## config.mk

```make
export PLATFORM = sky130hd
export DESIGN_NAME = cfg_serial_master
export DESIGN_NICKNAME = d
export VERILOG_FILES = /design/src/rtl/cfg_serial_master.sv
export SDC_FILE = /design/constraint.sdc
export NUM_CORES = 1
export LEC_CHECK = 0
export BUFFER_PORTS_ARGS = -buffer_cell sky130_fd_sc_hd__buf_2
export CAP_MARGIN = 20
export CORE_MARGIN = 2
export CORE_UTILIZATION = 44
export CTS_CLUSTER_SIZE = 10
export DETAILED_ROUTE_END_ITERATION = 16
export PLACE_DENSITY = 0.64
export RECOVER_POWER = 25
export REMOVE_ABC_BUFFERS = 1
export SLEW_MARGIN = 0
export SYNTH_ARGS = -nofsm -noshare
export SYNTH_HDL_FRONTEND = slang
export SYNTH_SLANG_ARGS = --single-unit
export TNS_END_PERCENT = 1
```

## constraint.sdc

```tcl
create_clock -name clk -period 4.5 [get_ports clk]
set_input_delay 0.45 -clock clk [delete_from_list [all_inputs] [get_ports clk]]
set_output_delay 0.45 -clock clk [all_outputs]
set_load 0.05 [all_outputs]
```

## src/rtl/cfg_serial_master.sv

```systemverilog
// cfg_serial_master: serialises parallel register write/read requests onto the
// 3-wire configuration slave interface (strobe, wr_en, din) and collects the
// slave's serial read response (dout) into a parallel result.
// DATA_BITS must be at least 3 (the capture shifter keeps DATA_BITS-1 bits).
module cfg_serial_master #(
    parameter int ADDR_BITS     = 5,
    parameter int DATA_BITS     = 8,
    parameter int RD_TURNAROUND = 2,
    parameter int GAP_CYCLES    = 2
) (
    input  logic                 clk,
    input  logic                 rst,
    input  logic                 req_valid,
    output logic                 req_ready,
    input  logic                 req_write,
    input  logic [ADDR_BITS-1:0] req_addr,
    input  logic [DATA_BITS-1:0] req_wdata,
    output logic                 rsp_valid,
    output logic [DATA_BITS-1:0] rsp_rdata,
    output logic                 busy,
    output logic                 ser_strobe,
    output logic                 ser_wr_en,
    output logic                 ser_din,
    input  logic                 ser_dout
);

    localparam int N      = DATA_BITS + ADDR_BITS;
    localparam int MAX_NT = (N > RD_TURNAROUND) ? N : RD_TURNAROUND;
    localparam int MAX_C  = (MAX_NT > GAP_CYCLES) ? MAX_NT : GAP_CYCLES;
    localparam int CW     = $clog2(MAX_C + 1);

    localparam logic [CW-1:0] WR_LAST   = CW'(N - 1);
    localparam logic [CW-1:0] ADDR_LAST = CW'(ADDR_BITS - 1);
    localparam logic [CW-1:0] TURN_LAST = CW'(RD_TURNAROUND - 1);
    localparam logic [CW-1:0] CAP_LAST  = CW'(DATA_BITS - 1);
    localparam logic [CW-1:0] GAP_LAST  = CW'(GAP_CYCLES - 1);

    localparam logic [2:0] ST_IDLE    = 3'd0;
    localparam logic [2:0] ST_START   = 3'd1;
    localparam logic [2:0] ST_SHIFT   = 3'd2;
    localparam logic [2:0] ST_TURN    = 3'd3;
    localparam logic [2:0] ST_CAPTURE = 3'd4;
    localparam logic [2:0] ST_DONE    = 3'd5;
    localparam logic [2:0] ST_GAP     = 3'd6;

    logic [2:0]           state_q, state_d;
    logic [CW-1:0]        cnt_q, cnt_d;
    logic                 write_q;
    logic [N-1:0]         tx_q;
    logic [DATA_BITS-2:0] rx_q;
    logic [DATA_BITS-1:0] rdata_q;
    logic                 init_q;    // low until the first edge after reset release
    logic                 accept;
    logic                 counting;

    assign req_ready  = (state_q == ST_IDLE) && init_q;
    assign accept     = req_valid && req_ready;
    assign busy       = (state_q != ST_IDLE);
    assign ser_strobe = (state_q == ST_START);
    assign ser_din    = (state_q == ST_SHIFT) && tx_q[0];
    assign rsp_valid  = (state_q == ST_DONE);
    assign ser_wr_en  = write_q;
    assign rsp_rdata  = rdata_q;

    // Next-state decode; unknown encodings fall back to IDLE.
    always_comb begin
        state_d = state_q;
        case (state_q)
            ST_IDLE:    if (accept) state_d = ST_START;
            ST_START:   state_d = ST_SHIFT;
            ST_SHIFT: begin
                if (write_q && cnt_q == WR_LAST)         state_d = ST_DONE;
                else if (!write_q && cnt_q == ADDR_LAST) state_d = ST_TURN;
            end
            ST_TURN:    if (cnt_q == TURN_LAST) state_d = ST_CAPTURE;
            ST_CAPTURE: if (cnt_q == CAP_LAST)  state_d = ST_DONE;
            ST_DONE:    state_d = ST_GAP;
            ST_GAP:     if (cnt_q == GAP_LAST)  state_d = ST_IDLE;
            default:    state_d = ST_IDLE;
        endcase
    end

    // Shared bit counter: clears on every state change, counts in timed states.
    always_comb begin
        counting = (state_q == ST_SHIFT) || (state_q == ST_TURN) ||
                   (state_q == ST_CAPTURE) || (state_q == ST_GAP);
        cnt_d    = '0;
        if (counting && state_d == state_q) cnt_d = cnt_q + CW'(1);
    end

    // State, request latch, transmit/receive shifters and read result.
    always_ff @(posedge clk or negedge rst) begin
        if (!rst) begin
            state_q <= ST_IDLE;
            cnt_q   <= '0;
            write_q <= 1'b0;
            tx_q    <= '0;
            rx_q    <= '0;
            rdata_q <= '0;
            init_q  <= 1'b0;
        end else begin
            state_q <= state_d;
            cnt_q   <= cnt_d;
            init_q  <= 1'b1;
            if (accept) begin
                // ser_wr_en keeps this value until the next accepted request.
                write_q <= req_write;
                tx_q    <= req_write ? {req_addr, req_wdata} : N'(req_addr);
            end else if (state_q == ST_SHIFT) begin
                tx_q <= tx_q >> 1;
            end
            if (state_q == ST_CAPTURE) begin
                rx_q <= {ser_dout, rx_q[DATA_BITS-2:1]};
                // Last capture edge: final bit goes straight into the result.
                if (cnt_q == CAP_LAST) rdata_q <= {ser_dout, rx_q};
            end
        end
    end

endmodule

```

==> impl_metrics.py <==
metrics = {
    "global_routing": {
        "grt_max_degree": 38,
        "antenna_found_initial": 0,
        "grt_pass1_vias": 1196,
        "grt_pass1_wl_um": 5390,
        "grt_overflow": 0,
        "grt_usage_pct": 15.6,
    },
    "min_path": {
        "hold_path_class": "in2reg",
        "hold_path_depth": 2,
    },
    "setup_path": {
        "crit_type": "reg2out",
        "cp-start-kind": "flip-flop",
        "cp.arrival_ns": 2.16,
        "reg2reg_depth": 4,
        "critPathTopFamily": "simple AND/OR/NAND/NOR gates",
        "cp.required_ns": 4.05,
        "path_cells": "nor3b_4 > and2_1 > buf_2",
        "crit_cells": 3,
        "worst-path-buf-inv": 1,
        "critPathSlowestCell": "nor3b_4",
        "end_kind": "output pin",
        "path_max_fanout": 16,
        "slowest_delay_ns": 0.78,
    },
    "final_layout": {
        "fin_nets": 201,
        "final_area_um2": 2120,
        "multi_input_area_um2": 843,
        "fillers": 386,
        "area_growth_pct": 14.6,
        "n_antenna_cell": 0,
        "drive_above_1_share_pct": 33.1,
        "seqCellArea_um2": 926,
    },
    "logic_synthesis": {
        "synthSimpleGateAreaFrac_pct": 12.5,
        "synthTopCellsByArea": "dfrtp_1 (50%), mux2i_1 (7.0%), mux2_4 (6.5%)",
        "synth_xor_area_share_pct": 1.42,
        "synth_edf_count": 0,
        "ys_ff_latch": 37,
        "syn_inst": 151,
        "yosysUniqueCellTypes": 38,
        "syn_area_per_cell_um2": 12.3,
        "synth_compound_area_share_pct": 11.0,
        "syn_area_um2": 1850,
        "synthMuxAreaShare_pct": 18.4,
        "yosys_warnings": 0,
        "synth_top_area_share_pct": 50.0,
        "synthAdderAreaFrac_pct": 2.03,
        "ys_seq_area_share_pct": 50.0,
        "synth_top_family_by_area": "multiplexers",
        "synth_area_leader_cell": "dfrtp_1",
        "async_reset_ff_share_pct": 100,
        "synth_ff_type": "dfrtp_1",
    },
    "sta": {
        "setup_ws_ns": 1.89,
        "fin_hold_ws_ns": 0.421,
        "fin_crit_ns": 2.61,
        "report.final.slew_viol_count": 38,
        "final.setup_skew_ns": 0.00791,
        "rsz0062_at_grt": "false",
        "slew_headroom_pct": -29.8,
        "post-route-period-util_pct": 58.0,
        "setup_viol": 0,
        "timing.setup.tns_ns": 0,
        "tightest_slew_ns": 1.95,
        "fmax_mhz": 383,
        "hold_violations": 0,
    },
    "power": {
        "leakage_nw": 0.965,
        "vdd_ir_drop_max_uv": 241,
        "power_density_nw_per_um2": 648,
    },
    "routing": {
        "vias": 1229,
        "final_antenna_net_count": 0,
        "firstDrtPassIters": 4,
        "wl_per_cell_um": 13.9,
        "drtIter0Drc": 55,
        "drc": 0,
        "wl_um": 3210,
        "viasPerCell": 5.32,
    },
    "die": {
        "placementRows": 23,
        "io-pin-count": 32,
        "die_y_um": 68.9,
        "start_util_pct": 45.9,
        "core_um2": 4030,
        "die_area_um2": 4740,
        "die_w_um": 68.9,
    },
    "clock_network": {
        "hold_buffers": 0,
        "ctsResizeCount": 0,
        "clkTransAtPathRegs_ns": 0.07,
        "clk_latency_ns": 0.29,
        "cts_sinks": 37,
        "root_buffer": "clkbuf_8",
        "cts_tree": "done",
        "clk_path_buf_depth": 2,
        "cts_made_buffers": 5,
        "htreeDepth": 2,
        "cts_setup_buffers": 0,
    },
    "placement": {
        "gp_congestion": 0.710,
        "dp_slack_ns": 2.21,
        "port_buffers": 31,
        "hpwlAfterDp_um": 2290,
        "dpl-instance-area_um2": 2000,
    },
    "status": {
        "violations": "capacitance limit, slew limit",
        "status": "complete, but fails checks",
    },
    "flow_run": {
        "maxCapViolations": 1,
    },
}
## area by class of cell
class,count,share of cell area [%]
Sequential cell,37,43.7
Multi-Input combinational cell,101,39.8
Timing Repair Buffer,31,7.26
Clock buffer,6,3.89
Tap cell,50,2.95
Clock inverter,2,1.77
Inverter,4,0.708
## through the flow
step / util [%] / total power, mW / instances
finish: 52.6 / 1.37 / 231
global route: 52.6 / 1.47 / 231
CTS: 52.7 / 1.39 / 231
detailed placement: 49.7 / 1.09 / 223
global placement: 49.7 / 1.07 / 223
floorplan: - / 0.966 / 142
## power by group
part	switching [mW]	total (mW)	internal, mW
Sequential	0.109	0.562	0.453
Combinational	0.284	0.516	0.231
Clock	0.117	0.297	0.180
Total	0.511	1.37	0.864
## cells in the final DEF, fill, tap and decap left out, types with 2 or more instances in the layout
master | Yosys | routed
nand3b_1 | 2 | 2
nand4_1 | 3 | 3
clkbuf_8 | 0 | 6
a21oi_1 | 18 | 18
buf_2 | 2 | 30
inv_1 | 4 | 4
a31oi_1 | 2 | 2
o21ai_0 | 3 | 3
a221o_1 | 2 | 2
mux2i_1 | 13 | 13
ha_1 | 3 | 3
a211oi_1 | 2 | 2
nand2_1 | 3 | 3
xnor2_1 | 2 | 2
mux2_4 | 8 | 8
nor3b_4 | 2 | 2
and2_1 | 2 | 2
dfrtp_1 | 37 | 37
nor2b_1 | 4 | 4
nor2_1 | 8 | 8
mux2_2 | 8 | 8
## worst paths after layout
kind | start | slack, ns | to
worst min register to register | tx_q[3] | 0.51 | tx_q[2]
max in group asynchronous | rst | 2.68 | ser_wr_en
min in group asynchronous | rst | 0.70 | rsp_rdata[0]
worst max register to register | state_q[1] | 2.34 | cnt_q[3]
worst max-delay path | state_q[1] | 1.89 | ser_din
worst min-delay path | ser_dout | 0.42 | rsp_rdata[7]
## registers in the layout, summed over array words and instances (netlist names)
name,count
cnt_q,4
rsp_rdata,8
init_q,1
tx_q,13
rx_q,7
state_q,3
ser_wr_en,1
## metal layers
| metal | global-route usage [%] | vias up | share of wire [%] |
|---|---|---|---|
| met5 | 0 | - | 0 |
| met4 | 6.62 | 0 | 1.4 |
| met3 | 3.90 | 5 | 4.4 |
| met2 | 26.4 | 27 | 47 |
| met1 | 18.9 | 600 | 47 |
| li1 | - | 597 | - |
## Yosys cell counts, types with 3 or more instances
master / number
nor2b_1: 4
buf_6: 4
mux2i_1: 13
clkbuf_1: 3
nor2_1: 8
nand4_1: 3
inv_1: 4
dfrtp_1: 37
mux2_4: 8
o21ai_0: 3
mux2_2: 8
nand2_1: 3
ha_1: 3
a21oi_1: 18
## cell families (layout without fill, tap and decap cells)
| logic type | count (synthesis) | in the layout |
|---|---|---|
| AND/OR/NAND/NOR | 33 | 33 |
| XOR/XNOR | 3 | 3 |
| multiplexers | 29 | 29 |
| buffers and inverters | 13 | 43 |
| adder cells (fa/ha/maj) | 3 | 3 |
| AO/OA/AOI/OAI | 32 | 32 |
| flip-flops | 37 | 37 |
| other | 1 | 1 |
Power figures use the tool's default switching activity.
